<file path="src/rtl/mem_pkg.sv">
// Shared definitions for the two-port memory arbiter: FSM state encoding,
// port index constants and default bus widths.
package mem_pkg;

  typedef enum logic [1:0] {
    IDLE  = 2'd0,
    ISSUE = 2'd1,
    WAIT  = 2'd2,
    DONE  = 2'd3
  } state_e;

  // Port 0 is the 6502 core, port 1 the loader/debug master.
  localparam logic PORT_CPU = 1'b0;
  localparam logic PORT_AUX = 1'b1;

  localparam int DATA_W_DEF = 8;
  localparam int ADDR_W_DEF = 16;

endpackage

</file>
<file path="src/rtl/mem_arb_pick.sv">
// Combinational two-request winner select. pref_i names the port that wins
// a tie; a lone request always wins. Grant is one-hot or zero.
module mem_arb_pick (
  input  logic [1:0] req_i,
  input  logic       pref_i,
  output logic [1:0] gnt_o
);

  // Tie goes to the preferred port, otherwise the only requester wins.
  always_comb begin
    gnt_o = 2'b00;
    if (req_i[0] && req_i[1]) begin
      gnt_o = pref_i ? 2'b10 : 2'b01;
    end else if (req_i[0]) begin
      gnt_o = 2'b01;
    end else if (req_i[1]) begin
      gnt_o = 2'b10;
    end
  end

endmodule

</file>
<file path="src/rtl/mem_arbiter.sv">
// Two-port arbiter in front of the single memory controller. One transaction
// at a time: IDLE -> ISSUE (strobe) -> WAIT (busy) -> DONE (completion pulse).
// Build option MEM_ARB_RR_EN: round-robin tie breaking with a pointer that
// moves to the other port after every DONE. Without it port 0 always wins.
module mem_arbiter
  import mem_pkg::*;
#(
  parameter int DATA_WIDTH = DATA_W_DEF,
  parameter int ADDR_WIDTH = ADDR_W_DEF
) (
  input  logic                  clk,
  input  logic                  reset,
  input  logic                  p0_req,
  input  logic                  p0_we,
  input  logic [ADDR_WIDTH-1:0] p0_addr,
  input  logic [DATA_WIDTH-1:0] p0_wdata,
  output logic                  p0_gnt,
  output logic                  p0_done,
  output logic [DATA_WIDTH-1:0] p0_rdata,
  input  logic                  p1_req,
  input  logic                  p1_we,
  input  logic [ADDR_WIDTH-1:0] p1_addr,
  input  logic [DATA_WIDTH-1:0] p1_wdata,
  output logic                  p1_gnt,
  output logic                  p1_done,
  output logic [DATA_WIDTH-1:0] p1_rdata,
  output logic                  mem_rd_enable,
  output logic                  mem_wr_enable,
  output logic [ADDR_WIDTH-1:0] mem_addr,
  output logic [DATA_WIDTH-1:0] mem_wr_data,
  input  logic                  mem_busy,
  input  logic [DATA_WIDTH-1:0] mem_rd_data
);

  state_e                  state_q, state_d;
  logic                    win_q, win_d;
  logic                    we_q, we_d;
  logic                    first_q, first_d;
  logic [ADDR_WIDTH-1:0]   addr_q, addr_d;
  logic [DATA_WIDTH-1:0]   wdata_q, wdata_d;
  logic [DATA_WIDTH-1:0]   p0_rdata_q, p0_rdata_d;
  logic [DATA_WIDTH-1:0]   p1_rdata_q, p1_rdata_d;
  logic                    pref;
  logic [1:0]              pick;

`ifdef MEM_ARB_RR_EN
  logic ptr_q, ptr_d;

  // Pointer hands preference to the port that did not just complete.
  always_comb begin
    ptr_d = ptr_q;
    if (state_q == DONE) ptr_d = ~win_q;
  end

  // Pointer register, starts out favouring the CPU.
  always_ff @(posedge clk or negedge reset) begin
    if (!reset) ptr_q <= PORT_CPU;
    else        ptr_q <= ptr_d;
  end

  assign pref = ptr_q;
`else
  assign pref = PORT_CPU;
`endif

  mem_arb_pick u_pick (
    .req_i  ({p1_req, p0_req}),
    .pref_i (pref),
    .gnt_o  (pick)
  );

  // Next-state logic: launch in IDLE, skip busy on the first WAIT cycle
  // (controller has only just registered the strobe), finish on busy low.
  always_comb begin
    state_d    = state_q;
    win_d      = win_q;
    we_d       = we_q;
    first_d    = first_q;
    addr_d     = addr_q;
    wdata_d    = wdata_q;
    p0_rdata_d = p0_rdata_q;
    p1_rdata_d = p1_rdata_q;
    case (state_q)
      IDLE: begin
        if (|pick) begin
          state_d = ISSUE;
          win_d   = pick[1];
          if (pick[1]) begin
            we_d    = p1_we;
            addr_d  = p1_addr;
            wdata_d = p1_wdata;
          end else begin
            we_d    = p0_we;
            addr_d  = p0_addr;
            wdata_d = p0_wdata;
          end
        end
      end
      ISSUE: begin
        state_d = WAIT;
        first_d = 1'b1;
      end
      WAIT: begin
        if (first_q) begin
          first_d = 1'b0;
        end else if (!mem_busy) begin
          state_d = DONE;
          if (!we_q) begin
            if (win_q == PORT_AUX) p1_rdata_d = mem_rd_data;
            else                   p0_rdata_d = mem_rd_data;
          end
        end
      end
      DONE:    state_d = IDLE;
      default: state_d = IDLE;
    endcase
  end

  // State and datapath registers; reset aborts any transaction in flight.
  always_ff @(posedge clk or negedge reset) begin
    if (!reset) begin
      state_q    <= IDLE;
      win_q      <= PORT_CPU;
      we_q       <= 1'b0;
      first_q    <= 1'b0;
      addr_q     <= '0;
      wdata_q    <= '0;
      p0_rdata_q <= '0;
      p1_rdata_q <= '0;
    end else begin
      state_q    <= state_d;
      win_q      <= win_d;
      we_q       <= we_d;
      first_q    <= first_d;
      addr_q     <= addr_d;
      wdata_q    <= wdata_d;
      p0_rdata_q <= p0_rdata_d;
      p1_rdata_q <= p1_rdata_d;
    end
  end

  assign p0_gnt        = (state_q != IDLE) && (win_q == PORT_CPU);
  assign p1_gnt        = (state_q != IDLE) && (win_q == PORT_AUX);
  assign p0_done       = (state_q == DONE) && (win_q == PORT_CPU);
  assign p1_done       = (state_q == DONE) && (win_q == PORT_AUX);
  assign mem_rd_enable = (state_q == ISSUE) && !we_q;
  assign mem_wr_enable = (state_q == ISSUE) && we_q;
  assign mem_addr      = addr_q;
  assign mem_wr_data   = wdata_q;
  assign p0_rdata      = p0_rdata_q;
  assign p1_rdata      = p1_rdata_q;

endmodule

</file>
<file path="config.mk">
export PLATFORM = sky130hd
export DESIGN_NAME = mem_arbiter
export DESIGN_NICKNAME = d
export VERILOG_FILES = /design/src/rtl/mem_pkg.sv /design/src/rtl/mem_arb_pick.sv /design/src/rtl/mem_arbiter.sv
export SDC_FILE = /design/constraint.sdc
export NUM_CORES = 1
export LEC_CHECK = 0
export ABC_AREA = 1
export BUFFER_PORTS_ARGS = -buffer_cell sky130_fd_sc_hd__buf_2
export CORE_ASPECT_RATIO = 0.9
export CORE_UTILIZATION = 25
export DETAILED_ROUTE_END_ITERATION = 6
export PLACE_DENSITY = 0.45
export SLEW_MARGIN = 20
export SYNTH_ARGS = -nofsm -noshare
export SYNTH_HDL_FRONTEND = slang
export SYNTH_SLANG_ARGS = --single-unit
</file>
<file path="constraint.sdc">
create_clock -name clk -period 1.61 [get_ports clk]
set_clock_uncertainty 0.05 [all_clocks]
set_input_delay 0.2415 -clock clk [delete_from_list [all_inputs] [get_ports clk]]
set_output_delay 0.2415 -clock clk [all_outputs]
set_load 0.005 [all_outputs]
</file>
### After elaboration in Yosys (flattened, before gate mapping)

Index checks and enable logic that the tools add are counted.

| storage, ports and cells | value |
|---|---|
| output and inout port bits | 46 |
| word-level logic and storage cells | 45 |
| input port bits | 63 |
| bits in registers | 45 |

| operators by class | value |
|---|---|
| bitwise logic cells | 4 |
| mux-type cells | 11 |
| reduce and logical (&&, ||, !) cells | 16 |
| equal/unequal tests | 6 |

Operators by type and width:

| kind | count |
|---|---|
| $mux W16 | 1 |
| $mux W2 | 6 |
| $reduce_and A5 Y1 | 2 |
| $mux W8 | 1 |
| $pmux W2 S4 | 1 |
| $logic_and A1 B1 Y1 | 7 |
| $ne A2 B2 Y1 const B | 3 |
| $eq A2 B2 Y1 const B | 2 |
| $not A1 Y1 | 4 |
| $reduce_bool A2 Y1 | 2 |
| $reduce_and A3 Y1 | 1 |
| $eq A2 B1 Y1 const B | 1 |
| $logic_not A2 Y1 | 1 |
| $pmux W1 S2 | 1 |
| $reduce_and A2 Y1 | 1 |
| $reduce_or A2 Y1 | 1 |
| $logic_not A1 Y1 | 1 |
| $mux W1 | 1 |

### Logic depth before layout (Yosys ltp)

| depth | value |
|---|---|
| depth after elaboration | 6 |
| depth in mapped cells | 7 |
| depth with buffers taken out | 7 |

### Cells and area by module

From an unflattened synthesis, not the netlist that was laid out.

| unflattened totals | value |
|---|---|
| cell total of the unflattened synthesis | 302 |
| area total of the unflattened synthesis | 2,248.4 um^2 |

By module, submodules not included:

| module | area each (um^2) | instances | cells each | sequential area each (um^2) |
|---|---|---|---|---|
| mem_arbiter | 2,227.1 | 1 | 297 | 1,126.1 |
| mem_arb_pick | 21.3 | 1 | 5 | 0.0 |

### Least setup slack after synthesis

OpenSTA, ideal clock, no wires.

| timing | value |
|---|---|
| path type | reg2reg |
| start point | register state_q[0] |
| end point | register p1_rdata_q[0], in the netlist p1_rdata[0] |
| cell stages (with the launch flop) | 8 |
| period minus slack after synthesis | 1.402 ns |
| setup time | 0.118 ns |
| required time | 1.442 ns |
| arrival | 1.234 ns |
| buffers on the path | 0 |
| setup slack | 0.208 ns |
| path through | dfrtp_1 > inv_1 > ha_1 > inv_1 > nor2_4 > nand3_1 > nand2_1 > nand2_1 |

| on the way | value |
|---|---|
| cells in the longest elaborated chain, start to end | 2 |

RTL lines:

| element | RTL line | RTL |
|---|---|---|
| start: declaration | mem_arbiter.sv:35 | `state_e state_q, state_d;` |
| start signal: assignment | mem_arbiter.sv:131 | `state_q <= state_d;` |
| $eq A2 B2 Y1 | mem_arbiter.sv:83 | `case (state_q)` |
| $reduce_and A5 Y1 (no source line) | - |  |
| end signal: assignment | mem_arbiter.sv:138 | `p1_rdata_q <= p1_rdata_d;` |
| end: declaration | mem_arbiter.sv:42 | `logic [DATA_WIDTH-1:0] p1_rdata_q, p1_rdata_d;` |

No other way between the ends.
A chain may end at the register's enable or synchronous reset.

### Worst setup path after layout

| timing | value |
|---|---|
| start point | register state_q[1] |
| end point | output port p1_gnt |

| on the way | value |
|---|---|
| cells in the longest elaborated chain, start to end | 2 |

RTL lines:

| element | RTL line | RTL |
|---|---|---|
| $reduce_bool A2 Y1 | mem_arbiter.sv:143 | `assign p1_gnt = (state_q != IDLE) && (win_q == PORT_AUX);` |
| $logic_and A1 B1 Y1 | mem_arbiter.sv:143 |  |
| end: declaration | mem_arbiter.sv:24 | `output logic p1_gnt,` |

No other way between the ends.

==> reports/summary.log <==
[clock_tree] TritonCTS Buffers 5
[cells_and_area] # nets final 479
[route] first-pass iteration count of the detailed router 5
[synthesis] proportion of synthesized chip area in sequential cells 49.29%
[power_and_ir_drop] switching portion of total power 37.27%
[timing] final hold violations 0
[global_route] first-pass GRT wire length 10,050 um
[hold_path] Min-Delay Path Class primary input to flop
[power_and_ir_drop] internal portion of total power 3.090 mW
[global_route] initial antenna violation count 0
[synthesis] Mean Syn Cell Area 7.641 sq um
[floorplanning] Placeable Area 8728 sq um
[clock_tree] CTS tree done
[route] average detailed-routed wire length per instance 12.09 um
[power_and_ir_drop] pwr dens 1566 nW/um^2
[setup_path] critical path launch point type flop
[setup_path] Slowest Stage Delay on Critical Path 430 ps
[floorplanning] Die Span X 102.8 um
[synthesis] post-synth design cell area 2285 sq um
[flow_run] max-capacitance violation count 0
[timing] Max Transition Viols Final 0
[floorplanning] DIE AREA 9525 sq um
[run_status] run status completed
[place] sum of net half-perimeters after detailed placement 4798 um
[cells_and_area] area added between synthesis and finish 37.62%
[cells_and_area] final standard cell area without fillers 3144 sq um
[timing] unrepaired setup endpoints after global routing false
[clock_tree] clock root buffer sky130_fd_sc_hd__clkbuf_8
[place] placer's final routability congestion estimate 0.7073
[global_route] global route total overflow 0
[timing] part of the cycle the worst path needs 94.89%
[route] post-DR vias/cell 4.254
[route] total routed wirelength 6422 um
[global_route] global routing usage summed across all routing layers 13.83%
[route] count of unresolved DRC violations after routing 0
[place] number of buffers inserted by port buffering 108
[synthesis] distinct cell type count of the synthesized netlist 20
[timing] worst setup slack after layout 82.22 ps
[setup_path] CP Cell Sequence inv_2 > ha_2 > nor2_1 > buf_2
[timing] Worst Hold Slack 157.2 ps
[place] Post-Place Worst Slack 1.684 ps
[cells_and_area] ant diodes 0
[synthesis] Synthesis Warnings 0
[floorplanning] num rows 32
[synthesis] top cells by area, synth sky130_fd_sc_hd__dfrtp_1 (49%), sky130_fd_sc_hd__nand2_1 (27%), sky130_fd_sc_hd__nand3_1 (6.1%)
[clock_tree] clk slew on worst S/H paths 90 ps
[synthesis] syn nets 367
[clock_tree] clk sink count 45
[synthesis] Synth top area share 49.29%
[timing] slew margin rel. 65.06%
[synthesis] top cell type by total area after synthesis sky130_fd_sc_hd__dfrtp_1
[synthesis] Post-Syn Instances 299
[power_and_ir_drop] sequential share of power 38.6%
[clock_tree] Max H-tree Level 2
[global_route] number of global-route vias before repair 2,010
[route] antenna viol nets, final 0
[cells_and_area] fill cell total of the finished layout 986
[floorplanning] Die Y 92.69 um
[setup_path] arrival time of data at the critical path endpoint 1240 ps
[timing] actual transition at the worst max-transition pin 522.2 ps
[floorplanning] starting density of the core 26.18%
[cells_and_area] post-route core utilization 36.02%
[synthesis] post-synthesis sequential element count 45
[cells_and_area] most common cell after layout, fill and taps aside sky130_fd_sc_hd__nand2_1
[place] dpl cell area 2950 sq um
[cells_and_area] most frequent cells in the layout sky130_fd_sc_hd__nand2_1 (166), sky130_fd_sc_hd__buf_2 (108), sky130_fd_sc_hd__dfrtp_1 (45)
[cells_and_area] fraction of final layout cells sized beyond drive strength 1 33.98%
[timing] Setup-failing EPs final 0
[power_and_ir_drop] clock share of power 20.4%
[floorplanning] I/O pin count 109
[setup_path] highest net fanout along the worst path 4
[timing] setup tns final 0 ps
[power_and_ir_drop] fraction of power consumed by combinational cells 41.0%
[power_and_ir_drop] net switching power 1.836 mW
[route] total number of vias 2,259
[route] initial drt markers 65
[setup_path] data required time of the worst path 1320 ps
[timing] time the final worst path needs with I/O delays and setup 1528 ps
[setup_path] Critical Path Sink Type output port
[power_and_ir_drop] maximum vdd ir drop 0.0004440 V
[clock_tree] Clock Latency Late Sink 290 ps
[global_route] largest net degree at the start of global routing 28
[cells_and_area] multi-input logic area 1050 sq um
[power_and_ir_drop] leakage power of the design 1.859 nW
[clock_tree] largest buffer count on any clock path 2
[timing] fmax 0.6545 GHz
[setup_path] slowest stage cell, crit path sky130_fd_sc_hd__dfrtp_1
[setup_path] critical path start-end classification flop to output port
[cells_and_area] combined flip-flop and latch cell area 1126 sq um
-- final cells by class --
type                       instances  area share [%]
sequential                        45           35.81
clock inverter                     3           2.069
inverter                          10           1.393
tap                              119           4.735
clock buffer                       5           2.189
multi-input combinational        230           33.39
timing repair buffer             119           20.41
-- flip-flops by register name, summed over array words and instances, names as in the netlist --
signal	flops
first_q	1
mem_addr	16
mem_wr_data	8
p0_rdata	8
p1_rdata	8
state_q	2
we_q	1
win_q	1
-- what timing repair did --
| item | CTS | global route |
|---|---|---|
| setup endpoints to repair | 9 | 44 |
| endpoints found under the hold margin | 18 | 0 |
| pin swaps | 0 | 2 |
| hold buffers | 1 | 0 |
| gates cloned | 0 | 0 |
| resized for setup | 2 | 9 |
| setup buffers | 0 | 2 |
-- per-stage QoR --
| stage | std cells | power [mW] |
|---|---|---|
| after floorplan | 299 | 3.038 |
| after global placement | 520 | 3.874 |
| after detailed placement | 520 | 3.906 |
| after CTS | 529 | 4.953 |
| after global routing | 531 | 5.402 |
| final | 531 | 4.925 |
-- cell families (layout without fill, tap and decap cells) --
kind of cell             after synthesis  in the layout  share of synthesized area (%)
AO/OA/AOI/OAI                          4              4                          1.369
adder cells (fa/ha/maj)                5              5                          2.738
AND/OR/NAND/NOR                      221            221                          40.75
flip-flops                            45             45                          49.29
buffers and inverters                 24            137                          5.860
-- cell usage after synthesis --
| cell | count |
|---|---|
| sky130_fd_sc_hd__nand2_1 | 166 |
| sky130_fd_sc_hd__dfrtp_1 | 45 |
| sky130_fd_sc_hd__nand3_1 | 28 |
| sky130_fd_sc_hd__nand4_1 | 16 |
| sky130_fd_sc_hd__inv_1 | 7 |
| sky130_fd_sc_hd__nor2_1 | 6 |
| sky130_fd_sc_hd__buf_2 | 5 |
| sky130_fd_sc_hd__ha_1 | 5 |
| sky130_fd_sc_hd__buf_4 | 4 |
| sky130_fd_sc_hd__buf_6 | 3 |
| sky130_fd_sc_hd__clkbuf_1 | 2 |
| sky130_fd_sc_hd__inv_2 | 2 |
| sky130_fd_sc_hd__nor2_4 | 2 |
| sky130_fd_sc_hd__o21ai_0 | 2 |
| sky130_fd_sc_hd__a21oi_1 | 1 |
| sky130_fd_sc_hd__clkinv_1 | 1 |
| sky130_fd_sc_hd__nand2_2 | 1 |
| sky130_fd_sc_hd__nand3_2 | 1 |
| sky130_fd_sc_hd__o21ai_4 | 1 |
| sky130_fd_sc_hd__or2_2 | 1 |
-- routing by layer --
layer | vias up | wire length, um | global-route usage [%]
met5 | - | 0 | 0
met4 | 0 | 59 | 4.577
met3 | 4 | 472 | 4.226
met2 | 69 | 2870 | 21.17
met1 | 1019 | 3020 | 18.43
li1 | 1167 | - | -
-- critical path, delay by kind of cell (launching register included) --
family,cells,cell delay [ps]
DFF,1,430
adders and majority gates,1,240
buffers and inverters,2,210
and+or+nand+nor,1,60
-- power groups by stage --
stage	Sequential [mW]	Clock (mW)	Combinational (mW)
global placement	1.92	0	1.96
detailed placement	1.90	0	2.00
floorplan	1.92	0	1.11
CTS	1.90	1.04	2.01
finish	1.90	1.01	2.02
global route	1.97	1.10	2.34
-- worst paths after layout --
path,startpoint,slack [ps],to,depth (start not counted)
worst max-delay path,state_q[1],80,p1_gnt,4
worst min-delay path,mem_rd_data[0],160,p0_rdata[0],3
worst max register to register,state_q[0],140,p1_rdata[3],7
worst min register to register,p1_rdata[4],430,p1_rdata[4],2
max in group asynchronous,reset,620,mem_addr[3],3
min in group asynchronous,reset,380,p1_rdata[3],2
Power figures use the tool's default switching activity.
